===== src/rtl/bin_morph_3x3_pkg.sv =====
// bin_morph_3x3_pkg: shared constants and the 3x3 binary morphology operator.
//   MODE_ERODE / MODE_DILATE : operator select values for bin_morph_3x3 MODE
//   IMG_H_DEF / IMG_V_DEF    : default active frame size
//   morph_op                 : AND (erode) or OR (dilate) over a 9-bit window
package bin_morph_3x3_pkg;

    localparam int MODE_ERODE  = 0;
    localparam int MODE_DILATE = 1;
    localparam int IMG_H_DEF   = 640;
    localparam int IMG_V_DEF   = 480;

    function automatic logic morph_op(input logic [8:0] win, input int mode);
        return (mode == MODE_DILATE) ? |win : &win;
    endfunction

endpackage


===== src/rtl/bin_morph_3x3_altshift_taps.sv =====
// altshift_taps: 2-tap 1-bit line buffer, one line of RAM_Length per tap.
//   clk     : clock
//   shift   : shift enable (one pixel per strobe)
//   shiftin : incoming pixel
//   taps0x  : pixel shifted in RAM_Length strobes ago (one line old)
//   taps1x  : pixel shifted in 2*RAM_Length strobes ago (two lines old)
// Contents are deliberately not reset; consumers mask the first two rows.
module altshift_taps #(
    parameter int RAM_Length = 640
) (
    input  logic clk,
    input  logic shift,
    input  logic shiftin,
    output logic taps0x,
    output logic taps1x
);

    logic [2*RAM_Length-1:0] sr_q;

    always_ff @(posedge clk) begin
        if (shift) sr_q <= {sr_q[2*RAM_Length-2:0], shiftin};
    end

    assign taps0x = sr_q[RAM_Length-1];
    assign taps1x = sr_q[2*RAM_Length-1];

endmodule


===== src/rtl/bin_morph_3x3.sv =====
// bin_morph_3x3: streaming 3x3 binary erosion/dilation with 2-cycle latency.
//   clk, rst_n                        : clock, synchronous active-low reset
//   per_frame_vsync/href/clken        : input frame sync, line qualifier, pixel strobe
//   per_img_bit                       : input binary pixel
//   post_frame_vsync/href/clken       : input syncs delayed by 2 clk
//   post_img_bit                      : filtered pixel, 0 outside the valid window
module bin_morph_3x3
    import bin_morph_3x3_pkg::*;
#(
    parameter int IMG_H = IMG_H_DEF,
    parameter int IMG_V = IMG_V_DEF,
    parameter int MODE  = MODE_ERODE
) (
    input  logic clk,
    input  logic rst_n,
    input  logic per_frame_vsync,
    input  logic per_frame_href,
    input  logic per_frame_clken,
    input  logic per_img_bit,
    output logic post_frame_vsync,
    output logic post_frame_href,
    output logic post_frame_clken,
    output logic post_img_bit
);

    localparam int CW = $clog2(IMG_H);
    localparam int RW = $clog2(IMG_V);

    logic          tap0, tap1;
    logic [1:0]    vsync_q, href_q, clken_q;
    logic [8:0]    win_q, win_d;
    logic [CW-1:0] col_q, col_d;
    logic [RW-1:0] row_q, row_d;
    logic          valid_q, valid_d;
    logic          pix_q, pix_d;
    logic          href_fall, vsync_rise;

    altshift_taps #(.RAM_Length(IMG_H)) u_lb (
        .clk     (clk),
        .shift   (per_frame_clken),
        .shiftin (per_img_bit),
        .taps0x  (tap0),
        .taps1x  (tap1)
    );

    // Window rows are {top, mid, bottom} = bits {8:6, 5:3, 2:0}, oldest column in the MSB.
    always_comb begin
        href_fall  = href_q[0] & ~per_frame_href;
        vsync_rise = per_frame_vsync & ~vsync_q[0];
        col_d      = href_fall ? '0 :
                     (per_frame_clken && col_q != CW'(IMG_H-1)) ? col_q + CW'(1) : col_q;
        row_d      = vsync_rise ? '0 :
                     (href_fall && row_q != RW'(IMG_V-1)) ? row_q + RW'(1) : row_q;
        win_d      = per_frame_clken ?
                     {win_q[7:6], tap1, win_q[4:3], tap0, win_q[1:0], per_img_bit} : win_q;
        valid_d    = per_frame_clken ? (col_q >= CW'(2) && row_q >= RW'(2)) : valid_q;
        pix_d      = clken_q[0] & valid_q & morph_op(win_q, MODE);
    end

    always_ff @(posedge clk) begin
        if (!rst_n) begin
            vsync_q <= '0;
            href_q  <= '0;
            clken_q <= '0;
            win_q   <= '0;
            col_q   <= '0;
            row_q   <= '0;
            valid_q <= 1'b0;
            pix_q   <= 1'b0;
        end else begin
            vsync_q <= {vsync_q[0], per_frame_vsync};
            href_q  <= {href_q[0], per_frame_href};
            clken_q <= {clken_q[0], per_frame_clken};
            win_q   <= win_d;
            col_q   <= col_d;
            row_q   <= row_d;
            valid_q <= valid_d;
            pix_q   <= pix_d;
        end
    end

    assign post_frame_vsync = vsync_q[1];
    assign post_frame_href  = href_q[1];
    assign post_frame_clken = clken_q[1];
    assign post_img_bit     = pix_q;

endmodule


===== config.mk =====
export PLATFORM = sky130hd
export DESIGN_NAME = bin_morph_3x3
export DESIGN_NICKNAME = d
export VERILOG_FILES = /design/src/rtl/bin_morph_3x3_pkg.sv /design/src/rtl/bin_morph_3x3_altshift_taps.sv /design/src/rtl/bin_morph_3x3.sv
export SDC_FILE = /design/constraint.sdc
export NUM_CORES = 1
export LEC_CHECK = 0
export ABC_CLOCK_PERIOD_IN_PS = 2950
export CORE_MARGIN = 10
export CORE_UTILIZATION = 55
export CTS_CLUSTER_DIAMETER = 30
export DETAILED_ROUTE_END_ITERATION = 12
export GPL_ROUTABILITY_DRIVEN = 1
export GPL_TIMING_DRIVEN = 0
export HOLD_SLACK_MARGIN = 0.12
export PLACE_DENSITY = 0.79
export SKIP_LAST_GASP = 1
export SLEW_MARGIN = 10
export SYNTH_ARGS = -nofsm -noshare
export SYNTH_HDL_FRONTEND = slang
export SYNTH_HIERARCHICAL = 1
export SYNTH_SLANG_ARGS = --single-unit

===== constraint.sdc =====
create_clock -name clk -period 2.95 [get_ports clk]
set_input_delay 0.885 -clock clk [delete_from_list [all_inputs] [get_ports clk]]
set_output_delay 0.885 -clock clk [all_outputs]
set_load 0.01 [all_outputs]

**Yosys cells after proc, flatten, opt, wreduce, memory -nomap -nowiden**

Cells that the tools add are included.

- Register bits after elaboration: 1316
- Bits of input ports: 6
- Output and inout port bits: 4

- Add/sub/neg operators: 2
- Magnitude comparators: 2
- Equal/unequal tests: 2
- Bitwise logic cells: 7
- Reduce and logical (&&, ||, !) cells: 6

Operators by type and width:

| operator | number |
|---|---|
| $add 10x1->10 const B | 1 |
| $ge 10x2->1 const B | 1 |
| $ne 10x10->1 const B | 1 |
| $add 9x1->9 const B | 1 |
| $ge 9x2->1 const B | 1 |
| $ne 9x9->1 const B | 1 |
| $reduce_and 9->1 | 1 |
| $and 1x1->1 | 4 |
| $reduce_or 2->1 | 2 |
| $logic_and 1x1->1 | 3 |
| $not 1->1 | 3 |

**Longest topological paths before layout**

Gate-level depths: netlist of the first run.

- Depth in word-level cells: 3
- Mapped depth: 6

**Cells and area by module**

Netlist of the first run, hierarchy kept.

By module, submodules not included:

| module | times used | cells an instance | area an instance (um^2) | seq. area each (um^2) |
|---|---|---|---|---|
| altshift_taps | 1 | 1280 | 38436.9 | 38436.9 |
| bin_morph_3x3 | 1 | 168 | 1599.0 | 720.7 |

**Worst setup path after synthesis of the first run**

No wires, ideal clock.

- Kind: input-to-reg
- From: in rst_n
- To: reg col_q[9]
- Data arrival time: 1.769 ns
- Path slack: 1.121 ns
- Stages on the path: 4
- Path buffers: 1
- Cells stage by stage: buf_2 nand2_1 or4_1 nand2_1

- Longest elaborated chain between the ends: 2

RTL lines:

| item | line | source |
|---|---|---|
| start, declared | bin_morph_3x3.sv:15 | `input logic rst_n,` |
| $not 1->1 (no line) | n/a |  |
| $reduce_or 2->1 (no line) | n/a |  |
| end signal, assigned | bin_morph_3x3.sv:75 | `col_q <= col_d;` |
| end, declared | bin_morph_3x3.sv:32 | `logic [CW-1:0] col_q, col_d;` |

No other way between the ends.
A chain may end at the register's enable or synchronous reset.

==> flow_summary_export.csv, run 1 <==
group,metric,value,unit
yosys,netlist_instances,1448,
setup_path,crit_chain,"buf_16, buf_16, buf_16, buf_2, nand2_1, a31oi_1, a32o_1",
route,via_per_inst,5.290,
timing,finalSetupViolCount,0,
worst_hold_path,worstHoldPathType,"flop to flop",
status,status,"completed",
place,dp_hpwl,19.79,mm
cells_and_area,mostFrequentLayoutCell,"edfxtp_1",
grt,antenna_found_initial,1,
route,drt-initial-drc-count,1611,
die,boundaryPins,10,
yosys,synth_edf_count,1280,
timing,maxSlewViolCount,0,
grt,grtUsageTotal,0.1461,
setup_path,crit_end,"valid_q",
route,vias,14290,
yosys,synth_nets,1458,
timing,fin_crit_sh,0.8409,
pwr,switchingPower,8.719,mW
setup_path,crit_fanout,126,
setup_path,r2r-start,"row_q[1]",
setup_path,arrival,3.17,ns
cells_and_area,fin_area,46900,sq um
die,core-area,71850,sq um
die,rows,98,
pwr,powerDensity,898.7,nW/um^2
clock_network,clkLatencyLatePin,0.75,ns
grt,met1_usage,0.2108,
setup_path,r2r_end,"row_q[8]",
yosys,ys.flop_type,"edfxtp_1",
timing,fmax,403.1,MHz
grt,grt-busiest-layer,"met2",
cells_and_area,layout.nets,1631,
setup_path,endpoint_kind,"flop",
setup_path,critPathRequiredTime,3.64,ns
yosys,synth_warnings,6,
grt,met2_usage,0.2114,
route,drc_errors,0,
setup_path,start_kind,"input pin",
die,start_util,0.5572,
yosys,synth.avg_cell_area,27.65,sq um
clock_network,htree_num_levels,4,
pwr,clockPowerShare,0.466,
place,placed_area,41540,sq um
clock_network,numCtsBuffers,154,
timing,max_slew_margin,0.4047,
place,io_buffers,8,
setup_path,worstSetupPathType,"input pin to flop",
pwr,leakage,15.86,nW
timing,worst_slew_pin_slew,0.8929,ns
pwr,p_comb_frac,0.010,
die,fp.dieArea,83980,sq um
die,die_w,289.8,um
clock_network,root_buffer,"clkbuf_16",
yosys,netlist_area,40040,sq um
pwr,finalPower,42.14,mW
yosys,async_reset_ff_frac,0,
timing,fin_skew,0.02879,ns
yosys,synth-seq-cells,1316,
grt,gr-usage-met3,0.03676,
clock_network,cts_buffer_depth,3,
place,gp_congestion,0.7809,
grt,grt_pass1_wl,93.50,mm
die,die_h,289.8,um
setup_path,reg2reg_slack,1.26,ns
clock_network,ctsResizeCount,0,
setup_path,cpMostUsedCell,"buf_16",
timing,fin_setup_tns,0,ns
route,wirelength,60.36,mm
clock_network,cts_sinks,1316,
grt,first_global_vias,14540,
setup_path,crit_path_top_delay_cell,"buf_16",
cells_and_area,drive_above_1_share,0.1542,
grt,grt_start_max_net_pins,199,
timing,hold_viol,0,
job,drv_cap,0,
setup_path,crit_start,"per_frame_clken",
yosys,synth_cell_types,39,
cells_and_area,area_growth,17.13,%
grt,grt_overflow,0,
yosys,synthTopCellsByArea,"edfxtp_1 (96%), dfxtp_1 (1.8%), mux2i_1 (0.25%)",
clock_network,cts_tree,"yes",
yosys,yosysTopAreaCellShare,0.9601,
route,final_antenna_net_count,0,
clock_network,clkTransAtPathRegs,0.07,ns
cells_and_area,layout_common_cells,"edfxtp_1 (1280), clkbuf_16 (157), dfxtp_1 (36)",
setup_path,critPathMaxStageDelay,0.48,ns
route,dr.pass1.iters,8,
pwr,ir_worst_vdd,0.6316,mV
pwr,seqPwrFrac,0.524,
pwr,swShare,0.2069,
cells_and_area,final_util,0.6526,
timing,rsz0062_at_grt,"false",
pwr,p_int,33.43,mW
yosys,yosysTopAreaCell,"edfxtp_1",
setup_path,rr_worst_depth,5,
timing,min_period,2.481,ns
yosys,yosysSeqAreaShare,0.9781,
route,wl_per_cell,22.34,um
-- per-stage QoR --
step / hold WS, ns / worst slack [ns] / instances
after floorplan: 0.4003 / 1.121 / 1448
after global placement: 0.4054 / -40.44 / 2406
after detailed placement: 0.4045 / -0.6525 / 2414
after CTS: 0.3892 / 0.09588 / 2700
after global routing: 0.3961 / 0.2025 / 2701
final: 0.3946 / 0.4693 / 2702
-- flip-flops by register name, summed over array words and instances, names as in the netlist --
register and cells:
href_q 2, u_lb/sr_q 1280, col_q 10, row_q 9, valid_q 1, clken_q 2, post_img_bit 1, win_q 9
vsync_q 2
-- critical path: cells and delay by family --
family                 cells  cell delay, ns
AOI/OAI and AO/OA          2            0.32
and+or+nand+nor            1            0.14
buffers and inverters      4            1.62
-- area by class of cell --
type / count / area (sq um)
Sequential cell: 1316 / 39160
Multi-Input combinational cell: 121 / 823.3
Buffer: 5 / 32.53
Antenna cell: 1 / 2.502
Inverter: 6 / 22.52
Timing Repair Buffer: 17 / 342.8
Tap cell: 950 / 1189
Clock inverter: 114 / 1361
Fill cell: 4353 / 24960
Clock buffer: 172 / 3964
-- power groups by stage --
stage          Combinational [mW]  Sequential (mW)  Clock, mW
3_5_place_dp                0.418             22.3          0
6_report                    0.418             22.1       19.7
4_1_cts                     0.419             22.1       20.2
3_3_place_gp                0.252             22.9          0
2_1_floorplan              0.0369             22.2          0
5_1_grt                     0.470             22.2       20.8
-- synthesized netlist by cell type, types with 2 or more instances --
cell type	n
nor3_1	7
nor4_1	3
and4_1	2
nor2_1	16
mux2i_1	10
nor2b_1	9
a21oi_1	4
nand4_1	6
nand2_1	9
edfxtp_1	1280
xnor2_1	5
a211oi_1	4
and2_1	5
dfxtp_1	36
inv_1	6
xor2_1	3
buf_2	2
and3_1	4
nand3b_1	2
a31oi_1	8
nand3_1	5
and4b_1	2
ha_1	4
-- timing repair --
action	4_1_cts	5_1_grt
buffers inserted	0	0
hold buffers	0	0
hold endpoints to repair	0	0
endpoints found under the setup margin	0	10
-- how the worst min path moves through the flow --
stage | slack, ns | endpoint | depth (start not counted) | start
2_1_floorplan | 0.40 | u_lb/sr_q[1000] | 0 | u_lb/sr_q[999]
3_3_place_gp | 0.41 | u_lb/sr_q[70] | 0 | u_lb/sr_q[69]
3_5_place_dp | 0.40 | u_lb/sr_q[1014] | 0 | u_lb/sr_q[1013]
4_1_cts | 0.39 | u_lb/sr_q[1079] | 0 | u_lb/sr_q[1078]
5_1_grt | 0.40 | u_lb/sr_q[1079] | 0 | u_lb/sr_q[1078]
6_report | 0.39 | u_lb/sr_q[1079] | 0 | u_lb/sr_q[1078]
-- layer usage --
metal  part of all wire  up-vias
met5                  0        -
met4              0.026        0
met3              0.054      135
met2               0.47      490
met1               0.45     7399
li1                   -     6269
-- kinds of logic after synthesis --
kind of cell,synth area share
flops,0.9781
compound gates,0.004438
xor+xnor,0.001750
fa+ha+maj,0.001250
simple gates,0.01063
buf+inv,0.001375
mux,0.002500
Power figures use the tool's default switching activity.
==> inputs of run 2 (changes only) <==
--- a/config.mk
+++ b/config.mk
@@ -5,7 +5,7 @@
 export SDC_FILE = /design/constraint.sdc
 export NUM_CORES = 1
 export LEC_CHECK = 0
-export ABC_CLOCK_PERIOD_IN_PS = 2950
+export ABC_CLOCK_PERIOD_IN_PS = 2550
 export CORE_MARGIN = 10
 export CORE_UTILIZATION = 55
 export CTS_CLUSTER_DIAMETER = 30
==> constraint.sdc (replaced) <==
create_clock -name clk -period 2.55 [get_ports clk]
set_input_delay 0.765 -clock clk [delete_from_list [all_inputs] [get_ports clk]]
set_output_delay 0.765 -clock clk [all_outputs]
set_load 0.01 [all_outputs]
==> run 2 against run 1 <==
Net effect:
- core utilization about the same
- highest routed layer unchanged
- sequential share of layout area down 0.058 points
- hold slack worse by 0.031 ns
- routed wire length is 1.7% higher
- final area about the same
==> flow_summary_export.csv, run 2 (same netlist as run 1, synthesis figures left out) <==
group,metric,value,unit
cells_and_area,largest_registers,"u_lb/sr_q (1280), col_q (10)",
die,die_w,289.8,um
timing,min_period,2.349,ns
clock_network,cts_setup_buffers,0,
clock_network,root_buffer,"clkbuf_16",
die,rows,98,
route,via_per_inst,5.325,
job,drv_cap,0,
grt,grtUsageTotal,0.1482,
grt,antenna_found_initial,0,
cells_and_area,largest_register,"u_lb/sr_q",
grt,grt_overflow,0,
timing,fmax,425.7,MHz
timing,rsz0062_at_grt,"false",
clock_network,htree_num_levels,4,
route,dr.pass1.iters,5,
clock_network,cts_hold_buf,0,
pwr,leakage,15.88,nW
clock_network,cts_sinks,1316,
setup_path,arrival,1.58,ns
cells_and_area,layout_common_cells,"edfxtp_1 (1280), clkbuf_16 (157), dfxtp_1 (36)",
status,status,"completed",
grt,grt_start_max_net_pins,190,
setup_path,worstSetupPathType,"flop to output port",
route,vias,14390,
die,boundaryPins,10,
clock_network,clkLatencyLatePin,0.75,ns
setup_path,start_kind,"flop",
cells_and_area,area_growth,17.21,%
setup_path,reg2reg_slack,0.82,ns
setup_path,crit_fanout,1,
place,dp_slack,-0.9325,ns
die,core-area,71850,sq um
place,dp.cells,2414,
grt,first_global_vias,14590,
die,fp.dieArea,83980,sq um
grt,grt_pass1_wl,94.94,mm
setup_path,worst-path-buf-inv,1,
setup_path,path_delay_family,"buffers and inverters",
timing,fin_skew,0.02941,ns
route,drc_errors,0,
place,dp_hpwl,19.79,mm
timing,max_slew_margin,0.3835,
clock_network,ctsResizeCount,0,
clock_network,clkTransAtPathRegs,0.06,ns
setup_path,endpoint_kind,"output port",
cells_and_area,drive_above_1_share,0.1547,
die,start_util,0.5572,
clock_network,cts_tree,"yes",
clock_network,numCtsBuffers,154,
timing,finalSetupViolCount,0,
place,io_buffers,8,
route,wl_per_cell,22.72,um
die,die_h,289.8,um
setup_path,critPathMaxStageDelay,0.54,ns
timing,setup_slack,0.2010,ns
pwr,ir_worst_vdd,0.7292,mV
timing,fin_crit_sh,0.9212,
timing,maxSlewViolCount,0,
cells_and_area,finalNonFillerCells,2703,
timing,hold_viol,0,
cells_and_area,layout.nets,1632,
cells_and_area,mostFrequentLayoutCell,"edfxtp_1",
timing,worst_slew_pin_slew,0.9247,ns
route,drt-initial-drc-count,1701,
place,gp_congestion,0.7809,
cells_and_area,largest_reg_flops,1280,
setup_path,crit_path_top_delay_cell,"clkdlybuf4s50_1",
setup_path,critPathRequiredTime,1.79,ns
setup_path,crit_chain,"clkdlybuf4s50_1",
worst_hold_path,worstHoldPathType,"input pin to flop",
route,final_antenna_net_count,0,
route,wirelength,61.41,mm
pwr,powerDensity,1041,nW/um^2
clock_network,cts_buffer_depth,3,
==> run 2: layer usage <==
metal,global-route usage,share of wire,up-vias
met3,0.03311,0.049,116
li1,-,-,6268
met4,0.05902,0.024,0
met1,0.2150,0.45,7515
met5,0,0,-
met2,0.2185,0.48,495
==> run 2: stage by stage <==
stage                     power (mW)  utilization  hold slack [ns]  area (sq um)  TNS (ns)
after CTS                      49.37       0.6527           0.3187         46900         0
final                          48.85       0.6531           0.3637         46930         0
after detailed placement       26.33       0.5782           0.4045         41540   -263.31
after global routing           50.32       0.6531           0.3619         46930         0
after global placement         26.35       0.5748           0.4054         41300         -
after floorplan                25.72            -           0.4003         40040         0
==> run 2: final timing paths <==
check	cells past startpoint	endpoint	startpoint
setup / recovery	1	post_img_bit	post_img_bit
hold / removal	2	win_q[1]	rst_n
setup reg to reg	5	col_q[6]	col_q[1]
hold reg to reg	0	u_lb/sr_q[1079]	u_lb/sr_q[1078]
==> run 2: cell type report <==
| cell class | count | area [sq um] |
|---|---|---|
| multi-input cells | 121 | 823.3 |
| well taps | 950 | 1189 |
| clock buffers | 172 | 3964 |
| repair buffers | 18 | 375.4 |
| fillers | 4351 | 24930 |
| flip-flops and latches | 1316 | 39160 |
| plain buffers | 5 | 32.53 |
| clock inverters | 114 | 1361 |
| diodes | 1 | 2.502 |
| inverters | 6 | 22.52 |
==> run 2: power by group <==
| group | leakage, nW | internal (mW) | total, mW | switching [mW] |
|---|---|---|---|---|
| Clock | 2.56 | 13.5 | 22.8 | 9.30 |
| Combinational | 0.496 | 0.0790 | 0.494 | 0.415 |
| Sequential | 12.8 | 25.1 | 25.5 | 0.458 |
| Total | 15.9 | 38.7 | 48.8 | 10.2 |
